===== src/rtl/cv32e40p_ft_pkg.sv =====
// cv32e40p_ft_pkg: shared fault-tolerance constants, types and the TMR majority helper.
package cv32e40p_ft_pkg;

   localparam int unsigned FFIFO_DEPTH = 2;
   localparam bit          FFIFO_FT    = 1'b1;

   typedef struct packed {
      logic        par;
      logic [31:0] addr;
      logic [31:0] rdata;
   } ffifo_entry_t;

   function automatic logic [31:0] majority(input logic [31:0] a, input logic [31:0] b,
                                            input logic [31:0] c);
      return (a & b) | (a & c) | (b & c);
   endfunction

endpackage


===== src/rtl/cv32e40p_tmr_reg.sv =====
// cv32e40p_tmr_reg: triplicated register with bitwise majority vote and copy-mismatch flag.
module cv32e40p_tmr_reg
   import cv32e40p_ft_pkg::*;
#(
   parameter int unsigned W   = 1,
   parameter logic [W-1:0] RST = '0,
   parameter bit          TMR = 1'b1
) (
   input  logic         clk,
   input  logic         rst_n,
   input  logic [W-1:0] d_i,
   output logic [W-1:0] q_o,
   output logic         mismatch_o
);

   if (TMR) begin : g_tmr
      logic [2:0][W-1:0] cp_q;
      logic [31:0]       vote;
      always_ff @(posedge clk or negedge rst_n) begin
         if (!rst_n) cp_q <= {3{RST}};
         else        cp_q <= {3{d_i}};
      end
      assign vote       = majority(32'(cp_q[0]), 32'(cp_q[1]), 32'(cp_q[2]));
      assign q_o        = vote[W-1:0];
      assign mismatch_o = (32'(cp_q[0]) != vote) | (32'(cp_q[1]) != vote) | (32'(cp_q[2]) != vote);
   end else begin : g_plain
      logic [W-1:0] cp_q;
      always_ff @(posedge clk or negedge rst_n) begin
         if (!rst_n) cp_q <= RST;
         else        cp_q <= d_i;
      end
      assign q_o        = cp_q;
      assign mismatch_o = 1'b0;
   end

endmodule


===== src/rtl/cv32e40p_fetch_fifo_ft.sv =====
// cv32e40p_fetch_fifo_ft: parity-protected fetch FIFO with TMR pointers/count;
// a corrupted head flushes the FIFO and requests a refetch from its address.
module cv32e40p_fetch_fifo_ft
   import cv32e40p_ft_pkg::*;
#(
   parameter int unsigned DEPTH = FFIFO_DEPTH
) (
   input  logic                     clk,
   input  logic                     rst_n,
   input  logic                     flush_i,
   input  logic                     in_valid_i,
   input  logic [31:0]              in_rdata_i,
   input  logic [31:0]              in_addr_i,
   output logic                     in_ready_o,
   output logic                     out_valid_o,
   output logic [31:0]              out_rdata_o,
   output logic [31:0]              out_addr_o,
   input  logic                     out_ready_i,
   output logic [$clog2(DEPTH):0]   cnt_o,
   output logic                     refetch_o,
   output logic [31:0]              refetch_addr_o,
   output logic                     err_detected_o,
   output logic                     err_corrected_o
);

   localparam int unsigned AW = $clog2(DEPTH);
   localparam int unsigned CW = AW + 1;

   ffifo_entry_t [DEPTH-1:0] mem_q;
   ffifo_entry_t             head;
   logic [AW-1:0]            rd_q, rd_d, wr_q, wr_d;
   logic [CW-1:0]            cnt_q, cnt_d;
   logic                     m_rd, m_wr, m_cnt;
   logic                     head_err, push, pop, clear;

   cv32e40p_tmr_reg #(.W(AW), .RST('0), .TMR(FFIFO_FT)) u_rd (
      .clk, .rst_n, .d_i(rd_d), .q_o(rd_q), .mismatch_o(m_rd)
   );
   cv32e40p_tmr_reg #(.W(AW), .RST('0), .TMR(FFIFO_FT)) u_wr (
      .clk, .rst_n, .d_i(wr_d), .q_o(wr_q), .mismatch_o(m_wr)
   );
   cv32e40p_tmr_reg #(.W(CW), .RST('0), .TMR(FFIFO_FT)) u_cnt (
      .clk, .rst_n, .d_i(cnt_d), .q_o(cnt_q), .mismatch_o(m_cnt)
   );

   assign head     = mem_q[rd_q];
   assign head_err = FFIFO_FT && (cnt_q != '0) && ((^{head.addr, head.rdata}) != head.par);

   assign in_ready_o  = cnt_q != CW'(DEPTH);
   assign out_valid_o = (cnt_q != '0) & ~head_err & ~flush_i;
   assign push        = in_valid_i & in_ready_o;
   assign pop         = out_valid_o & out_ready_i;
   assign clear       = flush_i | refetch_o;

   assign out_rdata_o     = head.rdata;
   assign out_addr_o      = head.addr;
   assign cnt_o           = cnt_q;
   assign err_detected_o  = head_err;
   assign refetch_o       = head_err & ~flush_i;
   assign refetch_addr_o  = head.addr;
   assign err_corrected_o = m_rd | m_wr | m_cnt;

   // Flush and refetch both discard any same-cycle push or pop.
   always_comb begin
      rd_d  = clear ? '0 : pop  ? rd_q + AW'(1) : rd_q;
      wr_d  = clear ? '0 : push ? wr_q + AW'(1) : wr_q;
      cnt_d = clear ? '0 : (push & ~pop) ? cnt_q + CW'(1) : (pop & ~push) ? cnt_q - CW'(1) : cnt_q;
   end

   always_ff @(posedge clk) begin
      if (push & ~clear)
         mem_q[wr_q] <= '{par: FFIFO_FT ? ^{in_addr_i, in_rdata_i} : 1'b0,
                          addr: in_addr_i, rdata: in_rdata_i};
   end

endmodule


===== config.mk =====
export PLATFORM = sky130hd
export DESIGN_NAME = cv32e40p_fetch_fifo_ft
export DESIGN_NICKNAME = d
export VERILOG_FILES = /design/src/rtl/cv32e40p_ft_pkg.sv /design/src/rtl/cv32e40p_tmr_reg.sv /design/src/rtl/cv32e40p_fetch_fifo_ft.sv
export SDC_FILE = /design/constraint.sdc
export NUM_CORES = 1
export LEC_CHECK = 0
export ABC_CLOCK_PERIOD_IN_PS = 8350
export CORE_MARGIN = 2
export CORE_UTILIZATION = 34
export CTS_CLUSTER_DIAMETER = 40
export DETAILED_ROUTE_END_ITERATION = 8
export PLACE_DENSITY = 0.59
export RECOVER_POWER = 50
export SYNTH_ARGS = -nofsm -noshare
export SYNTH_HDL_FRONTEND = slang
export SYNTH_SLANG_ARGS = --single-unit

===== constraint.sdc =====
create_clock -name clk -period 8.35 [get_ports clk]
set_clock_uncertainty 0.2 [all_clocks]
set_input_delay 2.505 -clock clk [delete_from_list [all_inputs] [get_ports clk]]
set_output_delay 2.505 -clock clk [all_outputs]
set_load 0.005 [all_outputs]

==> summary.txt <==
Run status
  – Status: finished, violations left
  – Failing checks: max-capacitance violations, max-slew violations

Global routing
  – Initial antenna violation count: 1
  – Number of global-route vias before repair: 4168
  – Largest net degree at the start of global routing: 69
  – First-pass GRT wire length: 22810 microns
  – GRT Total Usage: 0.1412
  – Congestion Overflow GR: 0

Hold path
  – Worst min-delay path class: reg -> reg
  – Hold_sp: u_wr.g_tmr.cp_q[0]

CTS
  – Hold buffers post-CTS: 0
  – Buffer count from post-CTS setup fixing: 0
  – CTS tree: built
  – CTS buffer count: 17
  – Post-CTS sizing: 0
  – CTS H-tree depth: 4
  – Max clock buf depth: 2
  – CTS root buffer: clkbuf_16
  – Worst-Skew Late Latency: 410 ps
  – Sink Count: 134
  – Clock slew at reported path FFs: 60 ps

Route
  – Met2 WL: 7647 microns
  – Final ANT Viol Nets: 0
  – DRC: 0
  – First drt pass iteration count: 4
  – Top Metal Used: met5
  – Routed len/inst: 16.72 microns
  – Wl on met1: 6508 microns
  – Met3 routed WL: 650 microns
  – Via count: 3959
  – Initial DRC count: 164
  – DRT Wirelength: 15050 microns
  – Routed vias/inst: 4.399

Cells and area
  – Commonest cells after routing, fill and taps aside: edfxtp_1, clkdlybuf4s50_1, xnor2_1
  – Antenna cells: 0
  – Share of cells above drive strength 1: 0.1619
  – Most common cell after layout, fill and taps aside: edfxtp_1
  – Final-stage net count: 690
  – Post-route cell area: 9331 sq um
  – Final std cells w/o fill: 900
  – Relative area change from synthesis to final layout: 33.90%

Synthesis
  – YS warnings: 0
  – Mux contribution to synthesized area: 0.1395
  – Count of state elements after synthesis: 134
  – Synth cell types: 26
  – Register area share after synthesis: 0.5745
  – Post-Synth Adder-Cell Area: 0.003591
  – Synth Area in Simple Gates: 0.01759
  – XOR/XNOR Fraction of Synth Area: 0.2057
  – Syn Nets: 543
  – Largest family of logic cells by synthesized area: XOR/XNOR gates
  – Compound-Gate Fraction of Synth Area: 0.007181
  – Synth Cell Area: 6969 sq um
  – Syn Area/Cell: 14.77 sq um
  – Post-Syn Instances: 472

Power and ir drop
  – P per Cell Area: 504.7 nW/um^2
  – Peak VDD IR: 0.0003708 V
  – Leak: 3.079 nW
  – Tot Pwr: 4.709 mW

Place
  – Final Wtd Congestion: 0.7232
  – Placed cell area: 8710 sq um
  – Post-detail-place hpwl: 10960 microns
  – Setup WS pre-CTS: 1832 ps
  – PortBufs: 170
  – Placed instance count: 870

Die
  – Die H: 147.2 microns
  – I/O pin count: 172
  – Initial Util: 0.3455
  – Die width: 147.2 microns
  – Row count: 52
  – Die area: 21660 sq um
  – Core Region: 20170 sq um

Timing
  – RSZ-0062 raised after global routing: false
  – Setup-failing EPs final: 0
  – Slew @ Worst Pin: 1808 ps
  – Setup TNS: 0 ps
  – Final-report hold violation count: 0
  – Minimum clock period after layout: 7075 ps
  – Slew headroom: -0.2056
  – Tcrit/Tclk final: 0.8473
  – Worst setup margin: 1275 ps
  – Max Freq: 141.4 MHz
  – Max Slew Vio Count: 132

Worst setup path
  – Critical Path End Type: output port
  – Critical path launch point type: flip-flop
  – Reg2reg start: u_rd.g_tmr.cp_q[0]
  – Reg2reg setup slack: 2490 ps
  – CP startpoint: u_rd.g_tmr.cp_q[0]
  – Worst reg2reg path depth: 11
  – WP data required: 5640 ps
  – RR Endpoint: mem_q[63]
  – CP Max Fanout: 68
  – WP data arrival: 4370 ps
  – CP Class: reg -> out
  – CP endpoint: refetch_o

Run
  – Max-cap violations: 2
synthesized netlist by cell type, drive strengths merged:
cell    number  area, sq um
a21oi        8        43.79
a31oi        1        6.260
and2         1        6.260
buf         39        316.5
clkbuf       7        26.28
conb         1        3.750
dfrtp        4        100.1
edfxtp     130         3904
ha           2        25.02
inv          4        15.01
mux2        65        732.0
mux2i       24        240.2
nand2        3        11.26
nand3        2        22.52
nor2        13        48.80
nor2b        1        6.260
nor3         3        15.01
or2          1        6.260
or3          1        6.260
xnor2       99        867.1
xnor3        1        23.77
xor2        62        543.0
per-stage QoR:
stage,util,hold WS [ps]
after global placement,0.4318,370.7
after CTS,0.4632,422.5
after global routing,0.4627,453.6
after floorplan,-,332.3
final,0.4627,411.3
after detailed placement,0.4318,412.6
worst max-delay path, stage by stage, from the launching register on:
cell	delay [ps]
dfrtp_4	1010
clkbuf_1	860
mux2i_1	300
xnor2_1	170
xnor2_1	180
xnor2_1	160
xnor2_1	150
xnor3_1	360
nor3_1	190
clkdlybuf4s50_1	520
worst min path at each step:
stage | end | depth (start not counted)
3_3_place_gp | u_wr.g_tmr.cp_q[0] | 2
4_1_cts | u_wr.g_tmr.cp_q[0] | 2
5_1_grt | u_wr.g_tmr.cp_q[0] | 2
6_report | u_wr.g_tmr.cp_q[0] | 2
3_5_place_dp | u_wr.g_tmr.cp_q[0] | 2
2_1_floorplan | u_wr.g_tmr.cp_q[0] | 2
kinds of logic after synthesis:
family	count (synthesis)
flops	134
xor+xnor	162
buf+inv	50
fa+ha+maj	2
mux	89
simple gates	25
compound gates	9
other cells	1
routing by layer:
metal,vias to the layer above,global-route usage
met5,-,0
met4,2,0.05048
met3,19,0.03261
met2,109,0.2446
met1,1911,0.1726
li1,1918,-
power breakdown:
group          internal [mW]  switching (mW)
clock                  0.525           0.275
sequential              1.13           0.150
combinational           1.38            1.24
state kept, by name (all words and copies together), names as in the netlist:
register	flops
mem_q	130
u_wr.g_tmr.cp_q	1
u_rd.g_tmr.cp_q	1
u_cnt.g_tmr.cp_q	2
final cells by class:
cell class / instances / area, sq um
fillers: 1824 / 10840
well taps: 270 / 337.8
clock buffers: 17 / 425.4
inverters: 4 / 15.01
repair buffers: 174 / 1723
clock inverters: 13 / 206.4
multi-input cells: 288 / 2616
flip-flops and latches: 134 / 4008
(Power assumes the default switching activity.)
